$ cat src/rtl/axs_wr_pkg.sv
// Shared encodings for the AXI4 write-channel slave controller (axs_wr_fsm).
package axs_wr_pkg;

  typedef enum logic [7:0] {
    ST_INIT      = 8'h01,
    ST_AW_READY  = 8'h02,
    ST_W_ACCEPT  = 8'h04,
    ST_B_VALID   = 8'h08
  } state_e;

  localparam logic [1:0] BURST_FIXED = 2'b00;
  localparam logic [1:0] BURST_INCR  = 2'b01;
  localparam logic [1:0] BURST_WRAP  = 2'b10;
  localparam logic [1:0] BURST_RSVD  = 2'b11;

  localparam logic [1:0] RESP_OKAY   = 2'b00;
  localparam logic [1:0] RESP_SLVERR = 2'b10;

endpackage

$ cat src/rtl/axs_burst_addr.sv
// Combinational next-beat address for FIXED / INCR / WRAP bursts; reserved holds.
module axs_burst_addr
  import axs_wr_pkg::*;
#(
  parameter int ADDR_W = 32,
  parameter int LEN_W  = 8
) (
  input  logic [ADDR_W-1:0] addr,
  input  logic [2:0]        size,
  input  logic [LEN_W-1:0]  len,
  input  logic [1:0]        burst,
  output logic [ADDR_W-1:0] next_addr
);

  logic [ADDR_W-1:0] step;
  logic [ADDR_W-1:0] wrap_len;
  logic [ADDR_W-1:0] wrap_mask;
  logic [ADDR_W-1:0] incr_addr;

  assign step      = ADDR_W'(1) << size;
  assign wrap_len  = (ADDR_W'(len) + ADDR_W'(1)) << size;
  assign wrap_mask = wrap_len - ADDR_W'(1);
  assign incr_addr = addr + step;

  always_comb begin
    next_addr = addr;
    case (burst)
      BURST_INCR: next_addr = incr_addr;
      // Keep the upper bits of the wrap window, roll the offset within it.
      BURST_WRAP: next_addr = (addr & ~wrap_mask) | (incr_addr & wrap_mask);
      default:    next_addr = addr;
    endcase
  end

endmodule

$ cat src/rtl/axs_wr_fsm.sv
// AXI4 write-channel slave controller: one AW burst, W beats into the inbound FIFO, one B.
// Optional macro WLAST_CHECK_EN: flag SLVERR when wlast disagrees with the beat count.
module axs_wr_fsm
  import axs_wr_pkg::*;
#(
  parameter int ID_W   = 4,
  parameter int ADDR_W = 32,
  parameter int LEN_W  = 8
) (
  input  logic              clk,
  input  logic              reset,
  input  logic [ID_W-1:0]   axs_s0_awid,
  input  logic [ADDR_W-1:0] axs_s0_awaddr,
  input  logic [LEN_W-1:0]  axs_s0_awlen,
  input  logic [2:0]        axs_s0_awsize,
  input  logic [1:0]        axs_s0_awburst,
  input  logic              axs_s0_awvalid,
  output logic              axs_s0_awready,
  input  logic              axs_s0_wlast,
  input  logic              axs_s0_wvalid,
  output logic              axs_s0_wready,
  output logic [ID_W-1:0]   axs_s0_bid,
  output logic [1:0]        axs_s0_bresp,
  output logic              axs_s0_bvalid,
  input  logic              axs_s0_bready,
  input  logic              in_fifo_full,
  output logic              in_fifo_push,
  output logic [ADDR_W-1:0] in_fifo_addr
);

  state_e            state_q;
  logic [ID_W-1:0]   id_q;
  logic [ADDR_W-1:0] addr_q;
  logic [LEN_W-1:0]  len_q;
  logic [LEN_W-1:0]  cnt_q;
  logic [2:0]        size_q;
  logic [1:0]        burst_q;
  logic              err_q;
  logic [ADDR_W-1:0] next_addr;
  logic              beat_acc;
  logic              wlast_err;

  axs_burst_addr #(
    .ADDR_W (ADDR_W),
    .LEN_W  (LEN_W)
  ) u_burst_addr (
    .addr      (addr_q),
    .size      (size_q),
    .len       (len_q),
    .burst     (burst_q),
    .next_addr (next_addr)
  );

  assign axs_s0_awready = (state_q == ST_AW_READY);
  assign axs_s0_wready  = (state_q == ST_W_ACCEPT) & ~in_fifo_full;
  assign beat_acc       = axs_s0_wready & axs_s0_wvalid;
  assign in_fifo_push   = beat_acc;
  assign in_fifo_addr   = addr_q;
  assign axs_s0_bvalid  = (state_q == ST_B_VALID);
  assign axs_s0_bid     = id_q;
  assign axs_s0_bresp   = err_q ? RESP_SLVERR : RESP_OKAY;

`ifdef WLAST_CHECK_EN
  assign wlast_err = beat_acc & (axs_s0_wlast != (cnt_q == '0));
`else
  logic unused_wlast;
  assign unused_wlast = axs_s0_wlast;
  assign wlast_err    = 1'b0;
`endif

  always_ff @(posedge clk or posedge reset) begin
    if (reset) begin
      state_q <= ST_INIT;
      id_q    <= '0;
      addr_q  <= '0;
      len_q   <= '0;
      cnt_q   <= '0;
      size_q  <= '0;
      burst_q <= '0;
      err_q   <= 1'b0;
    end else begin
      case (state_q)
        ST_INIT: begin
          id_q    <= '0;
          addr_q  <= '0;
          len_q   <= '0;
          cnt_q   <= '0;
          size_q  <= '0;
          burst_q <= '0;
          err_q   <= 1'b0;
          state_q <= ST_AW_READY;
        end
        ST_AW_READY: begin
          if (axs_s0_awvalid) begin
            id_q    <= axs_s0_awid;
            addr_q  <= axs_s0_awaddr;
            len_q   <= axs_s0_awlen;
            cnt_q   <= axs_s0_awlen;
            size_q  <= axs_s0_awsize;
            burst_q <= axs_s0_awburst;
            err_q   <= (axs_s0_awburst == BURST_RSVD);
            state_q <= ST_W_ACCEPT;
          end
        end
        ST_W_ACCEPT: begin
          if (beat_acc) begin
            if (wlast_err) err_q <= 1'b1;
            if (cnt_q == '0) begin
              state_q <= ST_B_VALID;
            end else begin
              cnt_q  <= cnt_q - LEN_W'(1);
              addr_q <= next_addr;
            end
          end
        end
        ST_B_VALID: begin
          if (axs_s0_bready) state_q <= ST_AW_READY;
        end
        default: state_q <= ST_INIT;
      endcase
    end
  end

endmodule

$ cat config.mk
export PLATFORM = sky130hd
export DESIGN_NAME = axs_wr_fsm
export DESIGN_NICKNAME = d
export VERILOG_FILES = /design/src/rtl/axs_wr_pkg.sv /design/src/rtl/axs_burst_addr.sv /design/src/rtl/axs_wr_fsm.sv
export SDC_FILE = /design/constraint.sdc
export NUM_CORES = 1
export LEC_CHECK = 0
export ABC_CLOCK_PERIOD_IN_PS = 4400
export BUFFER_PORTS_ARGS = -buffer_cell sky130_fd_sc_hd__buf_2
export CORE_MARGIN = 10
export CORE_UTILIZATION = 47
export DETAILED_ROUTE_END_ITERATION = 16
export PLACE_DENSITY = 0.68
export SYNTH_ARGS = -nofsm -noshare
export SYNTH_HDL_FRONTEND = slang
export SYNTH_HIERARCHICAL = 1
export SYNTH_SLANG_ARGS = --single-unit
export TNS_END_PERCENT = 30
$ cat constraint.sdc
create_clock -name clk -period 4.4 [get_ports clk]
set_input_delay 0.66 -clock clk [delete_from_list [all_inputs] [get_ports clk]]
set_output_delay 0.66 -clock clk [all_outputs]
set_load 0.01 [all_outputs]
==> results of run 1 <==
-- per-layer routing --
| metal | part of all wire (%) | global-route usage (%) |
|---|---|---|
| met4 | 1.8 | 8.10 |
| met3 | 5.6 | 3.92 |
| met1 | 44 | 25.5 |
| met5 | 0 | 0 |
| met2 | 48 | 33.5 |
-- kinds of logic after synthesis --
| kind of cell | Yosys count | synth area share [%] |
|---|---|---|
| AOI/OAI and AO/OA | 294 | 33.7 |
| other | 1 | 0.0612 |
| xor gates and xnor gates | 20 | 2.98 |
| muxes | 11 | 2.06 |
| and+or+nand+nor | 298 | 24.2 |
| buffers and inverters | 91 | 8.44 |
| adders and majority gates | 15 | 3.19 |
| DFF | 62 | 25.3 |
-- cells in the final DEF (no fill, tap or decap), types with 4 or more instances in the layout --
cell,n
nand2_1,111
buf_2,95
o21ai_0,71
dfrtp_1,61
nor2_1,55
a21oi_1,46
a22oi_1,39
nand3_1,31
inv_1,27
nor3_1,20
buf_4,19
ha_1,14
and3_1,14
a31oi_1,13
o21ai_1,12
xnor2_1,10
o21a_1,10
clkbuf_16,9
xor2_1,9
o31ai_1,8
o211ai_1,8
or3_1,7
mux2i_1,7
a211oi_1,7
a311oi_1,7
o22a_1,7
or2_2,6
o32ai_1,6
nor2b_1,6
a21o_1,6
nor4_1,5
nand2b_1,4
and4_1,4
a211o_1,4
a221oi_1,4
-- power breakdown --
group,internal (uW),switching (uW),leakage [uW]
Combinational,1220,2230,0.00179
Clock,438,283,0.000133
Sequential,741,241,0.000843
Total,2400,2750,0.00277
-- layout make-up --
cell class	count	area (um2)
fillers	1258	5810
multi-input cells	639	4060
flip-flops and latches	62	1550
repair buffers	114	618
clock buffers	12	236
well taps	172	215
inverters	32	120
clock inverters	4	50.0
-- registers in the layout (all words and copies together), names as in the netlist --
signal / flops
axs_s0_bid: 4
size_q: 3
cnt_q: 8
burst_q: 2
state_q: 4
in_fifo_addr: 32
len_q: 8
err_q: 1
-- final timing paths --
check / slack (ns) / cells past startpoint / startpoint / to
hold / removal: 0.32 / 2 / reset / in_fifo_addr[26]
max in group asynchronous: 3.13 / 3 / reset / len_q[3]
min in group clk: 0.52 / 3 / axs_s0_awid[3] / axs_s0_bid[3]
setup / recovery: 0.43 / 12 / len_q[0] / in_fifo_addr[15]
setup reg to reg: 0.43 / 12 / len_q[0] / in_fifo_addr[15]
hold reg to reg: 0.52 / 2 / axs_s0_bid[3] / axs_s0_bid[3]
-- through the flow --
step	setup slack, ns	utilization (%)	hold slack (ns)	total power (uW)
floorplan	0.650	-	0.480	3760
global placement	0.563	51.8	0.507	4280
detailed placement	0.454	51.8	0.511	4370
CTS	0.429	54.1	0.353	5120
global route	0.0661	54.1	0.369	5580
finish	0.427	54.1	0.322	5150
-- worst reg2reg max path, cell delays in order (launching register included) --
cell and delay [ns]:
dfrtp_1 0.38, ha_1 0.34, and3_2 0.27, xnor2_2 0.27
a211oi_2 0.17, a222oi_1 0.56, or4b_4 0.57, nor4_1 0.29
ha_1 0.30, o32ai_1 0.31, a21oi_1 0.11, a22oi_1 0.17
o21ai_0 0.10
-- timing repair --
item                       CTS  global route
hold buffers                 0             0
gates resized for setup      0             1
setup endpoints to repair    0             1
setup buffers                0             0
==> results.tsv, run 1 <==
stage	metric	value	unit
outcome	outcome	completed	
drt	1st-iter DRT viols	575	
drt	Total Wirelength	18800	um
setup_path	critical path's top delay family	compound AO/OA/AOI/OAI gates	
sta	Clock Skew	0.00620	ns
setup_path	data arrival time of the critical path	4.18	ns
setup_path	CP Launch Type	flip-flop	
floorplan	IO Pins	98	
sta	highest clock rate	252	MHz
synthesis	Synth cell types	93	
pwr	Pleak	0.00277	uW
drt	DRC errors left	0	
sta	RSZ-0062 raised after global routing	no	
synthesis	synth top area cells	dfrtp_1 25%, nand2_1 6.8%, o21ai_0 5.8%	
sta	Tcrit/Tclk final	90.3	%
sta	actual slew at the worst max-slew pin	1.09	ns
layout	post-layout net count	929	
synthesis	Synth top cells by count	111 x nand2_1, 71 x o21ai_0, 61 x dfrtp_1, 55 x nor2_1, 46 x a21oi_1	
placed_design	IO buf count	95	
layout	Area Overhead vs Synth	11.9	%
setup_path	Slowest Stage Delay on Critical Path	0.57	ns
sta	Setup TNS Final	0	ns
floorplan	Die W	134	um
layout	fin area	6860	um2
layout	Non-Filler Instances	1035	
job	max_cap viols	0	
floorplan	die area	18000	um2
cts	Num CTS Buffers	9	
drt	via count	6394	
synthesis	asr flop ratio synth	100	%
cts	Clock transition at path regs	0.06	ns
setup_path	CP max stage cell	or4b_4	
cts	Max clock buf depth	2	
floorplan	Die H	134	um
synthesis	number of synthesized flops with an enable pin	0	
sta	Final min period	3.97	ns
cts	CTS tree	built	
setup_path	Crit Path Category	flip-flop to flip-flop	
synthesis	Main synth FF type	dfrtp_1	
cts	clock sinks	62	
global_routing	gr ovfl total	0	
synthesis	syn avg cell area	7.73	um2
floorplan	# rows	41	
drt	DR pass1 iterations	5	
setup_path	CP dominant cell by count	ha_1	
synthesis	synth warn	6	
synthesis	Post-Syn Area	6130	um2
placed_design	Cells after DPL	1019	
cts	H-tree levels	3	
drt	Post-DRT Antenna Nets	0	
global_routing	initial antenna violation count	0	
pwr	maximum VDD drop	0.000381	V
sta	Final Hold Viols	0	
drt	vias per inst	6.18	
layout	Antenna diodes	0	
synthesis	Yosys top cell area share	24.9	%
sta	Rel. slew slack	27.0	%
synthesis	Gate Count Post-Synth	792	
setup_path	CP Data Required Time	4.60	ns
layout	share of cells above drive strength 1	19.8	%
cts	Clock Latency Late Sink	0.35	ns
min_path	Hold Path Class	primary input to asynchronous set/reset pin	
synthesis	post-synthesis sequential area ratio	25.3	%
placed_design	placed cell area	6570	um2
cts	Clock Tree Root	clkbuf_16	
global_routing	first-pass GRT wire length	30500	um
synthesis	FF+latch count, synth	62	
setup_path	Worst Setup End Kind	flip-flop	
setup_path	worst path buffer plus inverter count	0	
placed_design	post-DP HPWL	13600	um
sta	Slew Limit Fails	0	
floorplan	Placeable Area	12700	um2
setup_path	crit path cell chain	ha_1 -> and3_2 -> xnor2_2 -> a211oi_2 -> a222oi_1 -> or4b_4 -> nor4_1 -> ha_1 -> o32ai_1 -> a21oi_1 -> a22oi_1 -> o21ai_0	
pwr	PwrDens	751	nW/um2
floorplan	Initial Utilization	48.3	%
setup_path	CP Max Fanout	10	
synthesis	area leader, netlist	dfrtp_1	
synthesis	count leader, synth	nand2_1	
drt	Routed wire per std cell	18.2	um
global_routing	number of global-route vias before repair	6122	
placed_design	RD Place Congestion	0.905	
sta	endpoints failing setup	0	
synthesis	Post-Syn Nets	863	
global_routing	GRT Resource Usage Total	20.3	%
global_routing	largest net degree at the start of global routing	60	
Power figures use the tool's default switching activity.
==> run 2: changes to the inputs <==
CORE_MARGIN = 1.5   (was 10)
RECOVER_POWER = 100   (was not set)
==> run 2 against run 1 <==
  * The run now ends with capacitance limit, slew limit left
  * Non-clock buffer count is the same
  * Worst hold slack gained 0.13 ns
  * Global-route usage grew 5.7 points
  * Cell count is essentially flat
  * Power shrank 2.8%
  * Largest cell class unchanged
  * Sequential cell count is the same
  * Sequential share of layout area grew 0.36 points
==> results.tsv, run 2 (synthesis results as in run 1) <==
stage	metric	value	unit
placed_design	post-DP HPWL	12800	um
setup_path	Reg2Reg Setup Slack	0.31	ns
job	max_cap viols	3	
placed_design	RD Place Congestion	0.886	
floorplan	Die H	117	um
placed_design	placed cell area	6570	um2
global_routing	GRT Resource Usage Total	26.1	%
drt	1st-iter DRT viols	521	
drt	Post-DRT Antenna Nets	0	
cts	Max clock buf depth	2	
sta	Tcrit/Tclk final	93.0	%
setup_path	critical path's top delay family	compound AO/OA/AOI/OAI gates	
setup_path	CP Depth	11	
cts	hold bufs inserted after CTS	0	
layout	commonest non-fill, non-tap cell in the layout	nand2_1	
global_routing	largest net degree at the start of global routing	65	
cts	Clock Tree Root	clkbuf_16	
pwr	Pleak	0.00259	uW
global_routing	first-pass GRT wire length	28300	um
setup_path	Worst Setup SP	len_q[0]	
setup_path	Worst R2R Start	len_q[0]	
setup_path	Worst Setup EP	in_fifo_addr[16]	
sta	Final Hold Viols	0	
floorplan	Placeable Area	12700	um2
sta	highest clock rate	244	MHz
setup_path	CP Data Required Time	4.65	ns
setup_path	CP Launch Type	flip-flop	
floorplan	IO Pins	98	
outcome	outcome	complete, but fails checks	
setup_path	Crit Path Category	flip-flop to flip-flop	
sta	actual slew at the worst max-slew pin	2.29	ns
sta	Final WS setup	0.308	ns
setup_path	reg2reg end	in_fifo_addr[16]	
sta	Slew Limit Fails	81	
floorplan	die area	13700	um2
drt	via count	6450	
sta	Worst Hold Slack	0.452	ns
drt	DRC errors left	0	
layout	share of cells above drive strength 1	14.5	%
cts	Clock transition at path regs	0.05	ns
layout	post-layout net count	929	
cts	Num CTS Buffers	9	
global_routing	number of global-route vias before repair	5783	
layout	Area Overhead vs Synth	10.2	%
placed_design	IO buf count	95	
floorplan	Initial Utilization	48.3	%
drt	Total Wirelength	17500	um
layout	most frequent cells in the layout	111 x nand2_1, 77 x o21ai_0, 61 x dfrtp_1	
setup_path	worst path buffer plus inverter count	0	
setup_path	R2R depth	11	
setup_path	CP Max Fanout	10	
setup_path	CP max stage cell	a222oi_1	
outcome	violated checks	capacitance limit, slew limit	
setup_path	crit path cell chain	ha_1 -> and3_2 -> xnor2_2 -> a211oi_2 -> a222oi_1 -> and4bb_2 -> a31oi_2 -> or4b_1 -> a221oi_1 -> a22oi_1 -> o21ai_0	
cts	clock sinks	62	
placed_design	Setup WS pre-CTS	0.417	ns
drt	Routed wire per std cell	16.9	um
floorplan	Die W	117	um
setup_path	Worst Setup End Kind	flip-flop	
sta	RSZ-0062 raised after global routing	no	
cts	H-tree levels	3	
layout	Antenna diodes	0	
pwr	PwrDens	742	nW/um2
sta	endpoints failing setup	0	
cts	CTS tree	built	
sta	Clock Skew	0.00438	ns
drt	DR pass1 iterations	7	
pwr	maximum VDD drop	0.000357	V
floorplan	# rows	41	
layout	fin area	6750	um2
cts	Clock Latency Late Sink	0.35	ns
drt	vias per inst	6.24	
global_routing	gr ovfl total	0	
pwr	Tot Pwr	5010	uW
sta	Final min period	4.09	ns
setup_path	data arrival time of the critical path	4.35	ns
sta	Setup TNS Final	0	ns
layout	number of fill cells	1274	
setup_path	Slowest Stage Delay on Critical Path	0.57	ns
sta	Rel. slew slack	-52.4	%
layout	max reg flops	32	
global_routing	initial antenna violation count	0	
min_path	Hold Path Class	primary input to asynchronous set/reset pin	
==> run 2: cell count changes in the layout (fill, tap and decap cells not counted), sizes merged <==
| cell | previous run | this run |
|---|---|---|
| clkinv | 4 | 6 |
| buf | 114 | 72 |
| clkbuf | 12 | 53 |
| bufinv | 1 | 0 |
| clkinvlp | 2 | 1 |
==> run 2: per-stage QoR <==
step                utilization [%]  instances
finish                         53.3       1034
global route                   53.3       1034
CTS                            54.0       1034
detailed placement             51.8       1019
global placement               51.8       1019
floorplan                         -        792
==> run 2: timing repair <==
item	4_1_cts	5_1_grt
setup buffers	0	0
setup endpoints to repair	0	1
gates resized for setup	0	1
==> run 2: worst min path at each step <==
stage                                  end  slack (ns)  depth (start not counted)
after floorplan                   cnt_q[7]        0.48                          2
after global placement               err_q        0.51                          2
after detailed placement     axs_s0_bid[1]        0.52                          2
after CTS                 in_fifo_addr[26]        0.33                          2
after global routing      in_fifo_addr[26]        0.54                          2
final                     in_fifo_addr[26]        0.45                          2
==> run 2: report_power, final <==
group / switching [uW] / total, uW / internal, uW
Sequential: 257 / 999 / 742
Clock: 265 / 669 / 405
Combinational: 2160 / 3340 / 1180
Total: 2690 / 5010 / 2320
==> run 2: layer usage <==
layer / track usage, % / share of wire (%) / vias to the layer above
met4: 10.1 / 2.3 / 0
li1: - / - / 3105
met3: 4.48 / 5.3 / 28
met5: 0 / 0 / -
met2: 42.1 / 47 / 249
met1: 35.0 / 45 / 3068
==> run 2: cell type report <==
class / instances / area, um2 / share of cell area [%]
multi-input combinational: 639 / 4030 / 59.6
tap: 172 / 215 / 3.19
inverter: 32 / 120 / 1.78
clock buffer: 11 / 253 / 3.74
sequential: 62 / 1550 / 23.0
timing repair buffer: 114 / 561 / 8.30
clock inverter: 4 / 22.5 / 0.334
==> run 3: changes to the inputs <==
CORE_MARGIN = 4   (was 1.5)
GPL_ROUTABILITY_DRIVEN = 0   (was not set)
TNS_END_PERCENT = 5   (was 30)
==> run 3 against run 2 <==
  * The run still ends with capacitance limit, slew limit left
  * Register-to-register slack better by 0.03 ns
  * Die area is 8.7% higher
  * Sequential cell count stayed put
  * Final area is 0.54% higher
  * Worst hold slack better by 0.061 ns
  * Clock-buffer cell count is 1 lower
  * Sequential share of layout area is 0.12 points lower
  * Critical endpoint unchanged
==> results.tsv, run 3 (synthesis results as in run 1) <==
stage	metric	value	unit
floorplan	Initial Utilization	48.3	%
cts	Clock Latency Late Sink	0.35	ns
cts	CTS tree	built	
cts	Clock transition at path regs	0.06	ns
layout	Antenna diodes	0	
pwr	maximum VDD drop	0.000402	V
floorplan	die area	14900	um2
global_routing	number of global-route vias before repair	5993	
layout	share of cells above drive strength 1	14.3	%
layout	number of fill cells	1264	
setup_path	CP max stage cell	or4b_1	
drt	via count	6531	
floorplan	Placeable Area	12700	um2
sta	highest clock rate	246	MHz
sta	Worst Hold Slack	0.513	ns
job	max_cap viols	2	
outcome	violated checks	capacitance limit, slew limit	
setup_path	Worst Setup End Kind	flip-flop	
cts	Max clock buf depth	2	
drt	DRC errors left	0	
layout	most frequent cells in the layout	111 x nand2_1, 74 x o21ai_0, 61 x dfrtp_1	
layout	max reg flops	32	
setup_path	CP Data Required Time	4.65	ns
setup_path	CP Max Fanout	10	
drt	Routed wire per std cell	17.2	um
floorplan	Die H	122	um
global_routing	first-pass GRT wire length	29300	um
placed_design	post-DP HPWL	12600	um
sta	actual slew at the worst max-slew pin	1.86	ns
layout	post-layout net count	928	
pwr	Pleak	0.00258	uW
setup_path	crit path cell chain	ha_2 -> and3_1 -> xnor2_2 -> a211oi_2 -> a222oi_1 -> and4bb_1 -> a31oi_2 -> or4b_1 -> a221oi_2 -> a22oi_1 -> o21ai_0	
floorplan	# rows	41	
drt	DR pass1 iterations	5	
floorplan	IO Pins	98	
sta	Tcrit/Tclk final	92.4	%
cts	H-tree levels	3	
cts	hold bufs inserted after CTS	0	
global_routing	gr ovfl total	0	
setup_path	CP Launch Type	flip-flop	
setup_path	Crit Path Category	flip-flop to flip-flop	
layout	Area Overhead vs Synth	10.8	%
sta	Setup TNS Final	0	ns
pwr	Tot Pwr	5090	uW
outcome	outcome	complete, but fails checks	
pwr	PwrDens	749	nW/um2
layout	commonest non-fill, non-tap cell in the layout	nand2_1	
sta	Final WS setup	0.336	ns
min_path	Hold Path Class	primary input to flip-flop	
sta	Rel. slew slack	-24.7	%
sta	RSZ-0062 raised after global routing	no	
cts	clock sinks	62	
sta	Clock Skew	0.00986	ns
cts	Num CTS Buffers	9	
drt	vias per inst	6.32	
placed_design	placed cell area	6560	um2
sta	Slew Limit Fails	100	
sta	Final Hold Viols	0	
global_routing	GRT Resource Usage Total	24.3	%
global_routing	initial antenna violation count	0	
global_routing	largest net degree at the start of global routing	63	
setup_path	Slowest Stage Delay on Critical Path	0.60	ns
sta	endpoints failing setup	0	
cts	Clock Tree Root	clkbuf_16	
sta	Final min period	4.06	ns
drt	Post-DRT Antenna Nets	0	
floorplan	Die W	122	um
setup_path	data arrival time of the critical path	4.32	ns
placed_design	Setup WS pre-CTS	0.334	ns
drt	Total Wirelength	17800	um
placed_design	IO buf count	95	
drt	1st-iter DRT viols	601	
layout	fin area	6790	um2
-- run 3: cell types whose count changed in the layout (fill, tap and decap cells not counted), sizes merged --
cell / change
bufinv: +1
buf: -2
clkinvlp: +2
inv: -1
-- run 3: metrics by stage --
step | std cells | utilization (%)
after detailed placement | 1018 | 51.8
after global routing | 1034 | 53.6
after CTS | 1034 | 54.2
after floorplan | 792 | -
final | 1034 | 53.6
after global placement | 1018 | 51.8
-- run 3: timing repair --
action / 4_1_cts / 5_1_grt
buffers inserted: 0 / 0
endpoints found under the setup margin: 0 / 1
gates resized for setup: 0 / 1
-- run 3: worst paths after layout --
path	startpoint	to	slack, ns	depth (start not counted)
min	axs_s0_awid[0]	axs_s0_bid[0]	0.51	3
max in group asynchronous	reset	in_fifo_addr[2]	2.57	3
max	len_q[1]	in_fifo_addr[16]	0.34	11
min in group asynchronous	reset	in_fifo_addr[24]	0.86	3
min reg2reg	axs_s0_bid[0]	axs_s0_bid[0]	0.53	2
max reg2reg	len_q[1]	in_fifo_addr[16]	0.34	11
-- run 3: where the power goes --
group | internal [uW] | switching, uW | leakage [uW]
sequential | 741 | 263 | 0.000843
clock | 456 | 281 | 0.000141
combinational | 1170 | 2180 | 0.00160
total | 2370 | 2720 | 0.00258
-- run 3: final cells by class --
type	count	area [um2]	share of cell area (%)
Clock inverter	6	70.1	1.03
Timing Repair Buffer	113	552	8.13
Clock buffer	10	239	3.52
Multi-Input combinational cell	639	4040	59.5
Sequential cell	62	1550	22.9
Inverter	32	120	1.77
Tap cell	172	215	3.17
-- run 3: critical path: cells and delay by family, from the launching register on --
kind / cells / cell delay [ns]
AO/OA/AOI/OAI: 6 / 1.52
XOR/XNOR: 1 / 0.20
adder cells (fa/ha/maj): 1 / 0.37
flip-flops: 1 / 0.51
AND/OR/NAND/NOR: 3 / 1.36
-- run 3: metal layers --
metal	vias up	track usage (%)	part of all wire, %
li1	3103	-	-
met1	3141	31.9	44
met2	243	38.8	48
met3	44	5.15	6.1
met4	0	10.0	2.4
met5	-	0	0
